===== config.mk =====
export PLATFORM = sky130hd
export DESIGN_NAME = ingress_frame_writer
export DESIGN_NICKNAME = d
export VERILOG_FILES = /design/src/rtl/ingress_frame_writer.sv
export SDC_FILE = /design/constraint.sdc
export NUM_CORES = 2
export LEC_CHECK = 0
export BUFFER_PORTS_ARGS = -buffer_cell sky130_fd_sc_hd__buf_4
export CORE_MARGIN = 5
export CORE_UTILIZATION = 55
export DETAILED_ROUTE_END_ITERATION = 16
export PLACE_DENSITY = 0.76
export SLEW_MARGIN = 0
export SYNTH_ARGS = -nofsm -noshare
export SYNTH_HDL_FRONTEND = slang
export SYNTH_SLANG_ARGS = --single-unit

===== constraint.sdc =====
create_clock -name clk -period 10.85 [get_ports clk]
set_input_delay 1.085 -clock clk [delete_from_list [all_inputs] [get_ports clk]]
set_output_delay 1.085 -clock clk [all_outputs]
set_load 0.005 [all_outputs]

===== src/rtl/ingress_frame_writer.sv =====
// ingress_frame_writer
//
// Stages one ingress frame (descriptor word followed by payload words) in a
// local buffer while accumulating a CRC over the payload. Once the last word
// arrives, it writes a header word and then the buffered payload into the
// egress queue selected by the descriptor.
//
// Ports
//   clk, rst_n        clock; synchronous reset, active HIGH despite the name
//   wr_data/wr_vld    ingress word and its valid flag
//   wr_sop            marks the descriptor word (priority + destination)
//   wr_eop            marks the last payload word
//   in_ready          block accepts an ingress word this cycle
//   q_full            per-queue full flags
//   q_wr_en/sel/data  queue write strobe, target queue, queue word
//   busy              a frame is being received, staged, drained or dropped
//   drop              one-cycle pulse per dropped frame
//   frame_drop_cnt    saturating count of drop pulses; present only when the
//                     FRAME_DROP_CNT_EN macro is defined
//
// Handshake: an ingress word transfers on a rising edge where
// wr_vld & in_ready are both 1; wr_vld=0 words are ignored. A queue word is
// written on a rising edge where q_wr_en=1; q_wr_en is never raised while
// q_full[q_wr_sel]=1.
//
// CRC: reflected CRC-32 polynomial 0xEDB88320, seed all-ones, no final xor,
// each word consumed LSB first.
//
// Header word, LSB first: priority, CRC, word count, zero pad.

module ingress_frame_writer #(
    parameter int DATA_WIDTH       = 64,
    parameter int PORT_NUB_TOTAL   = 16,
    parameter int PRI_NUM_TOTAL    = 8,
    parameter int CRC32_LENGTH     = 32,
    parameter int DATABUF_HIGH_NUM = 8,
    parameter int BUF_DEPTH        = 64
) (
    input  logic                                 clk,
    input  logic                                 rst_n,
    input  logic [DATA_WIDTH-1:0]                wr_data,
    input  logic                                 wr_vld,
    input  logic                                 wr_sop,
    input  logic                                 wr_eop,
    output logic                                 in_ready,
    input  logic [PORT_NUB_TOTAL-1:0]            q_full,
    output logic                                 q_wr_en,
    output logic [$clog2(PORT_NUB_TOTAL)-1:0]    q_wr_sel,
    output logic [DATA_WIDTH-1:0]                q_wr_data,
    output logic                                 busy,
    output logic                                 drop
`ifdef FRAME_DROP_CNT_EN
    ,
    output logic [15:0]                          frame_drop_cnt
`endif
);

    localparam int PORT_WIDTH  = $clog2(PORT_NUB_TOTAL);
    localparam int PRI_NUM_BIT = $clog2(PRI_NUM_TOTAL);
    localparam int ADDR_W      = $clog2(BUF_DEPTH);
    localparam int CNT_W       = DATABUF_HIGH_NUM;
    localparam int CNT_MAX     = (2 ** DATABUF_HIGH_NUM) - 1;
    // A frame may hold at most this many payload words: limited by the
    // buffer and by what the header count field can express.
    localparam int LIMIT       = (BUF_DEPTH < CNT_MAX) ? BUF_DEPTH : CNT_MAX;

    localparam logic [CNT_W-1:0]        CNT_ONE   = CNT_W'(1);
    localparam logic [CNT_W-1:0]        CNT_LIMIT = CNT_W'(LIMIT);
    localparam logic [CRC32_LENGTH-1:0] CRC_POLY  = CRC32_LENGTH'(32'hEDB88320);
    localparam logic [CRC32_LENGTH-1:0] CRC_SEED  = '1;

    typedef enum logic [2:0] {
        S_IDLE,
        S_RECV,
        S_HDR,
        S_DRAIN,
        S_DROP
    } state_t;

    function automatic logic [CRC32_LENGTH-1:0] crc_next(
        input logic [CRC32_LENGTH-1:0] c,
        input logic [DATA_WIDTH-1:0]   d
    );
        logic [CRC32_LENGTH-1:0] r;
        r = c;
        for (int i = 0; i < DATA_WIDTH; i++) begin
            if (r[0] ^ d[i]) r = (r >> 1) ^ CRC_POLY;
            else             r = r >> 1;
        end
        return r;
    endfunction

    state_t                    state_q, state_d;
    logic [CNT_W-1:0]          count_q, count_d;
    logic [CNT_W-1:0]          rd_idx_q, rd_idx_d;
    logic [CRC32_LENGTH-1:0]   crc_q, crc_d;
    logic [PRI_NUM_BIT-1:0]    pri_q, pri_d;
    logic [PORT_WIDTH-1:0]     dest_q, dest_d;
    logic                      drop_q, drop_d;
    logic [DATA_WIDTH-1:0]     mem_q [BUF_DEPTH];

    logic                      accept;
    logic                      start_new;
    logic                      mem_we;
    logic                      dest_full;
    logic [DATA_WIDTH-1:0]     hdr_word;

    // Reset overrides the state-based ready so no word is taken while held.
    assign in_ready  = !rst_n && (state_q == S_IDLE || state_q == S_RECV || state_q == S_DROP);
    assign accept    = wr_vld && in_ready;
    assign dest_full = q_full[dest_q];
    assign busy      = (state_q != S_IDLE);
    assign drop      = drop_q;

    always_comb begin
        hdr_word = '0;
        hdr_word[PRI_NUM_BIT-1:0]                            = pri_q;
        hdr_word[PRI_NUM_BIT +: CRC32_LENGTH]                = crc_q;
        hdr_word[PRI_NUM_BIT+CRC32_LENGTH +: DATABUF_HIGH_NUM] = count_q;
    end

    always_comb begin
        state_d   = state_q;
        count_d   = count_q;
        rd_idx_d  = rd_idx_q;
        crc_d     = crc_q;
        pri_d     = pri_q;
        dest_d    = dest_q;
        drop_d    = 1'b0;
        start_new = 1'b0;
        mem_we    = 1'b0;
        q_wr_en   = 1'b0;
        q_wr_sel  = '0;
        q_wr_data = '0;

        case (state_q)
            S_IDLE: begin
                if (accept && wr_sop) begin
                    // A descriptor that is also the last word has no payload.
                    if (wr_eop) drop_d = 1'b1;
                    else begin
                        start_new = 1'b1;
                        state_d   = S_RECV;
                    end
                end
            end
            S_RECV: begin
                if (accept) begin
                    if (wr_sop) begin
                        // New descriptor abandons the frame in progress.
                        drop_d = 1'b1;
                        if (wr_eop) state_d = S_IDLE;
                        else        start_new = 1'b1;
                    end else if (count_q == CNT_LIMIT) begin
                        if (wr_eop) begin
                            drop_d  = 1'b1;
                            state_d = S_IDLE;
                        end else begin
                            state_d = S_DROP;
                        end
                    end else begin
                        mem_we  = 1'b1;
                        count_d = count_q + CNT_ONE;
                        crc_d   = crc_next(crc_q, wr_data);
                        if (wr_eop) state_d = S_HDR;
                    end
                end
            end
            S_HDR: begin
                q_wr_sel  = dest_q;
                q_wr_data = hdr_word;
                if (!dest_full && !rst_n) begin
                    q_wr_en  = 1'b1;
                    rd_idx_d = '0;
                    state_d  = S_DRAIN;
                end
            end
            S_DRAIN: begin
                q_wr_sel  = dest_q;
                q_wr_data = mem_q[rd_idx_q[ADDR_W-1:0]];
                if (!dest_full && !rst_n) begin
                    q_wr_en = 1'b1;
                    if (rd_idx_q == count_q - CNT_ONE) state_d = S_IDLE;
                    else                               rd_idx_d = rd_idx_q + CNT_ONE;
                end
            end
            S_DROP: begin
                if (accept) begin
                    if (wr_sop) begin
                        drop_d = 1'b1;
                        if (wr_eop) state_d = S_IDLE;
                        else begin
                            start_new = 1'b1;
                            state_d   = S_RECV;
                        end
                    end else if (wr_eop) begin
                        drop_d  = 1'b1;
                        state_d = S_IDLE;
                    end
                end
            end
            default: state_d = S_IDLE;
        endcase

        if (start_new) begin
            pri_d   = wr_data[PRI_NUM_BIT-1:0];
            dest_d  = wr_data[PRI_NUM_BIT +: PORT_WIDTH];
            count_d = '0;
            crc_d   = CRC_SEED;
        end
    end

    always_ff @(posedge clk) begin
        if (rst_n) begin
            state_q  <= S_IDLE;
            count_q  <= '0;
            rd_idx_q <= '0;
            crc_q    <= '0;
            pri_q    <= '0;
            dest_q   <= '0;
            drop_q   <= 1'b0;
        end else begin
            state_q  <= state_d;
            count_q  <= count_d;
            rd_idx_q <= rd_idx_d;
            crc_q    <= crc_d;
            pri_q    <= pri_d;
            dest_q   <= dest_d;
            drop_q   <= drop_d;
        end
    end

    // Payload storage needs no reset: it is only read below a valid count.
    always_ff @(posedge clk) begin
        if (mem_we) mem_q[count_q[ADDR_W-1:0]] <= wr_data;
    end

`ifdef FRAME_DROP_CNT_EN
    logic [15:0] drop_cnt_q, drop_cnt_d;

    always_comb begin
        drop_cnt_d = drop_cnt_q;
        if (drop_d && drop_cnt_q != 16'hFFFF) drop_cnt_d = drop_cnt_q + 16'd1;
    end

    always_ff @(posedge clk) begin
        if (rst_n) drop_cnt_q <= '0;
        else       drop_cnt_q <= drop_cnt_d;
    end

    assign frame_drop_cnt = drop_cnt_q;
`endif

endmodule


======== Word-level counts from Yosys, hierarchy flattened ========
Memories as Yosys holds them, arrays and structs flattened. A register that Yosys moved wholly into a read port is not among the register bits.
Index checks and enable logic that the tools add are counted.
operators by class
  $add $sub $neg .......................... 3
  $lt $le $gt $ge ......................... 1
  equality and inequality tests ........... 17
  muxes and demuxes ....................... 367
  bitwise gates (word level) .............. 130
  reduce and logical (&&, ||, !) cells .... 20
operator list
  cell                                                                           count
  32-bit 2-to-1 mux                                                              321
  13-bit inverter with 14-bit output                                             64
  64-bit one-hot mux with 2 select lines                                         1
  1-bit bitwise XOR                                                              64
  3-bit 2-to-1 mux                                                               13
  8-bit 2-to-1 mux                                                               3
  1-bit 2-to-1 mux                                                               21
  8-bit by 1-bit adder with 8-bit output (second input constant)                 2
  2-bit inequality test (second input constant)                                  8
  8-bit one-hot mux with 2 select lines                                          1
  3-bit one-hot mux with 5 select lines                                          1
  6-bit 2-to-1 mux                                                               2
  4-bit AND reduction                                                            3
  8-bit by 7-bit equality test with 1-bit output (second input constant)         1
  8-bit equality test                                                            1
  8-bit AND reduction                                                            1
  8-bit by 1-bit subtractor with 8-bit output (second input constant)            1
  3-bit by 2-bit equality test with 1-bit output (second input constant)         2
  2-bit nonzero test                                                             3
  2-bit OR reduction                                                             3
  4-bit by 5-bit less-than comparator with 1-bit output (second input constant)  1
  1-bit binary-select mux with 4-bit select                                      1
  1-bit logical AND                                                              4
  4-bit 2-to-1 mux                                                               1
  11 further kinds                                                               15
storage, ports and cells
  flip-flop bits (word level) ............. 59
  bits in writable memories ............... 4096
  input bits .............................. 85
  output and inout bits ................... 72
  logic and storage cells ................. 546
  memories ................................ 1
memories
  name   words  bits a word  rd ports  clocked after memory_dff  wr ports  line  text
  mem_q  64     64           1         1                         1         100   logic [DATA_WIDTH-1:0] mem_q [BUF_DEPTH];

======== Depth between registers and ports, before layout ========
  depth in word-level cells ............... 386
  depth in mapped cells ................... 15
  gate-level depth less buffers ........... 15

======== Least setup slack after synthesis ========
Ideal clock, no wire load.
  path type ............................... input -> register
  from .................................... input port wr_data[18]
  to ...................................... register crc_q[5]
  data arrival time ....................... 6554 ps
  required time ........................... 10764 ps
  setup slack ............................. 4211 ps
  stages .................................. 15
  path through ............................ xnor2_1 -> xnor3_1 -> xnor3_2 -> xnor2_2 -> xor2_2 -> xnor3_2 -> xnor3_2 -> xnor3_2 -> xor2_2 -> xnor3_2 -> xor2_1 -> xor3_2 -> xnor2_2 -> xnor3_1 -> a211oi_1
between the ends
  word-level cells in the longest chain between the ends .. 250
  elaborated cells between the ends (all ways) .. 296
  classes of those cells .................. mux (231); bitwise (65)
ends and longest elaborated chain
  what                                                 line  text
  start, declared                                      41    input logic [DATA_WIDTH-1:0] wr_data,
  1-bit bitwise XOR (*)                                87    if (r[0] ^ d[i]) r = (r >> 1) ^ CRC_POLY;
  32-bit 2-to-1 mux (*)                                87
  32-bit 2-to-1 mux (*)                                154   end else if (count_q == CNT_LIMIT) begin
  32-bit 2-to-1 mux (*)                                149   if (wr_sop) begin
  32-bit 2-to-1 mux (*)                                148   if (accept) begin
  32-bit 2-to-1 mux (*)                                136   case (state_q)
  32-bit 2-to-1 mux (*)                                87
  32-bit 2-to-1 mux (*)                                154
  [234 not listed]                                     -
  32-bit 2-to-1 mux (*)                                136
  13-bit inverter with 14-bit output (no source line)  -
  32-bit 2-to-1 mux (*)                                87
  32-bit 2-to-1 mux (*)                                154
  32-bit 2-to-1 mux (*)                                149
  32-bit 2-to-1 mux (*)                                148
  32-bit 2-to-1 mux (*)                                136
  32-bit 2-to-1 mux (*)                                205   if (start_new) begin
  end signal, assigned                                 226   crc_q <= crc_d;
  end, declared                                        96    logic [CRC32_LENGTH-1:0] crc_q, crc_d;
Mark *: on every way between the ends. The select of a mux whose other input is x is not followed.
A chain may end at the register's enable or synchronous reset.

======== Worst setup path after layout ========
  from .................................... input port wr_data[15]
  to ...................................... register crc_q[19]
between the ends
  word-level cells in the longest chain between the ends .. 269
  elaborated cells between the ends (all ways) .. 329
  classes of those cells .................. mux (246); bitwise (83)
ends and longest elaborated chain
  what                                                 line
  1-bit bitwise XOR (*)                                87
  32-bit 2-to-1 mux (*)                                87
  32-bit 2-to-1 mux (*)                                154
  32-bit 2-to-1 mux (*)                                149
  32-bit 2-to-1 mux (*)                                148
  32-bit 2-to-1 mux (*)                                136
  32-bit 2-to-1 mux (*)                                87
  32-bit 2-to-1 mux (*)                                154
  [253 not listed]                                     -
  32-bit 2-to-1 mux (*)                                136
  13-bit inverter with 14-bit output (no source line)  -
  32-bit 2-to-1 mux (*)                                87
  32-bit 2-to-1 mux (*)                                154
  32-bit 2-to-1 mux (*)                                149
  32-bit 2-to-1 mux (*)                                148
  32-bit 2-to-1 mux (*)                                136
  32-bit 2-to-1 mux (*)                                205
Marked as above.

==> flow_metrics.tcl <==
set metrics [dict create \
    yosysUniqueCellTypes 46 \
    hpwlAfterDp_mm 248 \
    topRoutingLayerUsed "met5" \
    cpMostUsedCell "xnor2_1" \
    htreeDepth 5 \
    routedWlPerCell_um 41.8 \
    r2r-start "crc_q[15]$_SDFFE_PP0P_" \
    ys_seq_area_share_pct 75.2 \
    max_cap_violations 0 \
    antenna_found_initial 27 \
    gp_congestion 0.877 \
    cp-end-kind "flop" \
    place_area_um2 172000 \
    cts.sinks 4161 \
    reg2reg_depth 15 \
    syn_area_um2 165000 \
    rows 201 \
    routed_wl_mm 480 \
    final_area_um2 185000 \
    ant_nets 0 \
    timing.final.crit_share_pct 69.2 \
    crit_fanout 65 \
    route.met2.wl_mm 231 \
    ctsResizeCount 0 \
    cts_tree "built" \
    wl_met3_mm 61.1 \
    hold_viol_final 0 \
    drc_errors 0 \
    postCtsSetupRepairBufs 0 \
    cts_buffer_depth 4 \
    first_pass_iters 6 \
    synth_commonest_cells "edfxtp_1, mux4_2, xnor2_1" \
    fin_tns_setup_ps 0 \
    cts_buffers 402 \
    ys.warnings.count 0 \
    status "complete, no violations" \
    syn_inst 6769 \
    r2r_slack_ps 3540 \
    worst_pin_slew_ps 1380 \
    max_freq_mhz 133 \
    arrival_ps 8380 \
    critPathLaunch "wr_data[15]" \
    synth.area.top_cells "edfxtp_1, mux4_2, xnor3_1" \
    slew_violations 0 \
    ctsHoldBuffers 0 \
    worstPathCellList "buf_4 -> xnor2_1 -> xnor2_1 -> xnor3_1 -> xnor2_1 -> xnor3_2 -> xnor2_2 -> xnor2_2 -> xnor3_2 -> xnor3_1 -> xnor3_1 -> xor3_2 -> xnor2_1 -> xnor2_1 -> xnor3_1 -> a211oi_1" \
    die_x_um 558 \
    syn_to_final_growth_pct 12.2 \
    synth.most_common_cell "edfxtp_1" \
    final_layout_size_suffix_gt1_share_pct 32.1 \
    vias_per_cell 7.02 \
    clock_latency_ps 990 \
    synth_top_area_cell "edfxtp_1" \
    avgSynthCellArea_um2 24.4 \
    drtIter0Drc 14200 \
    wl_met1_mm 161 \
    netlist.area_leader.share_pct 74.4 \
    core_um2 300000 \
    cts-root-buf "clkbuf_16" \
    dieArea_um2 312000 \
    ios 157 \
    overflow 0 \
    io_buffers 156 \
    critical-path-max-stage-delay_ps 680 \
    setup_viol 0 \
    synth_nets 6858 \
    cp-start-kind "input pin" \
    cp_top_family "XOR/XNOR gates" \
    synth_ff_type "edfxtp_1" \
    holdPathStages 2 \
    ys_seq_elements 4161 \
    worst-path-stages 16 \
    cts.clk_slew.worst_paths_ps 60 \
    vias 80500 \
    grt_pass1_wl_mm 662 \
    fin_skew_ps 54.7 \
    die-height_um 558 \
    track_usage_pct 31.0 \
    grt_pass1_vias 81100 \
    relSlewSlack_pct 7.93 \
    min_period_ps 7510 \
    start_util_pct 55.2 \
    fin_nets 7267 \
    min_from "pri_q[2]$_SDFFE_PP0P_" \
    path_class "in2reg" \
    grt_max_degree 155 \
    rsz0062_at_grt "no" \
    n_fill_cell 19000 \
    crit_slowest_cell "xnor3_2" \
    min_path_type "reg2reg" \
    synth-async-reset-ratio_pct 0 \
    worst-path-buf-inv 1 \
    cp.required_ps 11720 \
    synth_edf_count 4096 \
]
==> final cells by class <==
type / count / area, um^2 / area share, %
clock inverters: 222 / 2490 / 1.34
multi-input cells: 2262 / 40200 / 21.7
inverters: 5 / 18.8 / 0.0101
well taps: 3958 / 4950 / 2.67
clock buffers: 505 / 10600 / 5.69
flip-flops and latches: 4161 / 124000 / 67.0
diodes: 16 / 40.0 / 0.0216
repair buffers: 346 / 2910 / 1.57
==> flip-flops by register name, indices dropped and copies added, names as in the netlist, named ones only <==
signal,flops
drop,1
pri_q,3
mem_q,4096
count_q,8
crc_q,32
dest_q,4
rd_idx_q,8
state_q,3
==> cell usage in the layout, fill, tap and decap left out, types with 10 or more instances in the layout <==
cell,count
a211oi_1,29
a21oi_1,14
buf_12,25
buf_4,321
bufinv_16,43
clkbuf_1,95
clkbuf_16,405
clkinv_1,71
clkinv_2,71
dfxtp_1,58
diode_2,16
edfxtp_1,4096
mux2i_1,43
mux4_2,1349
nand2_1,37
nor2_1,93
nor2_4,65
nor2b_1,23
nor3_1,13
xnor2_1,248
xnor2_2,28
xnor2_4,10
xnor3_1,105
xnor3_2,13
xor2_1,89
xor2_2,11
xor3_1,16
==> worst min-delay path: cells and delay by family (launching register included) <==
family,cells,cell delay [ps]
DFF,1,310
AOI/OAI and AO/OA,1,60
and+or+nand+nor,1,60
==> metrics by stage <==
step | worst slack [ps] | utilization, % | cells | hold slack [ps]
floorplan | 4210 | - | 6769 | 436
global placement | 2440 | 57.5 | 10700 | 441
detailed placement | 2430 | 57.5 | 10700 | 450
CTS | 3430 | 61.9 | 11500 | 413
global route | 3150 | 61.9 | 11500 | 458
finish | 3340 | 61.9 | 11500 | 479
==> kinds of logic (layout without fill, tap and decap cells) <==
group | Yosys count | after routing | share of synthesized area [%]
AO/OA/AOI/OAI | 59 | 59 | 0.242
XOR/XNOR | 530 | 530 | 4.34
adder cells (fa/ha/maj) | 4 | 4 | 0.0303
buffers and inverters | 346 | 1078 | 0.786
flip-flops | 4161 | 4161 | 75.2
multiplexers | 1392 | 1392 | 18.6
other | 0 | 16 | 0
AND/OR/NAND/NOR | 277 | 277 | 0.740
==> routing by layer <==
metal	vias up	global-route usage, %
met1	42500	42.0
met5	-	0
met4	10	13.4
met3	1233	6.88
li1	29800	-
met2	6986	49.3
==> worst paths after layout <==
check / end
hold / removal: pri_q[2]$_SDFFE_PP0P_
setup / recovery: crc_q[19]$_SDFFE_PP0P_
hold reg to reg: pri_q[2]$_SDFFE_PP0P_
setup reg to reg: crc_q[19]$_SDFFE_PP0P_
Power is left out: the tool's default activity adds up to more than one toggle a clock period on the data nets, which glitch-free logic cannot reach.
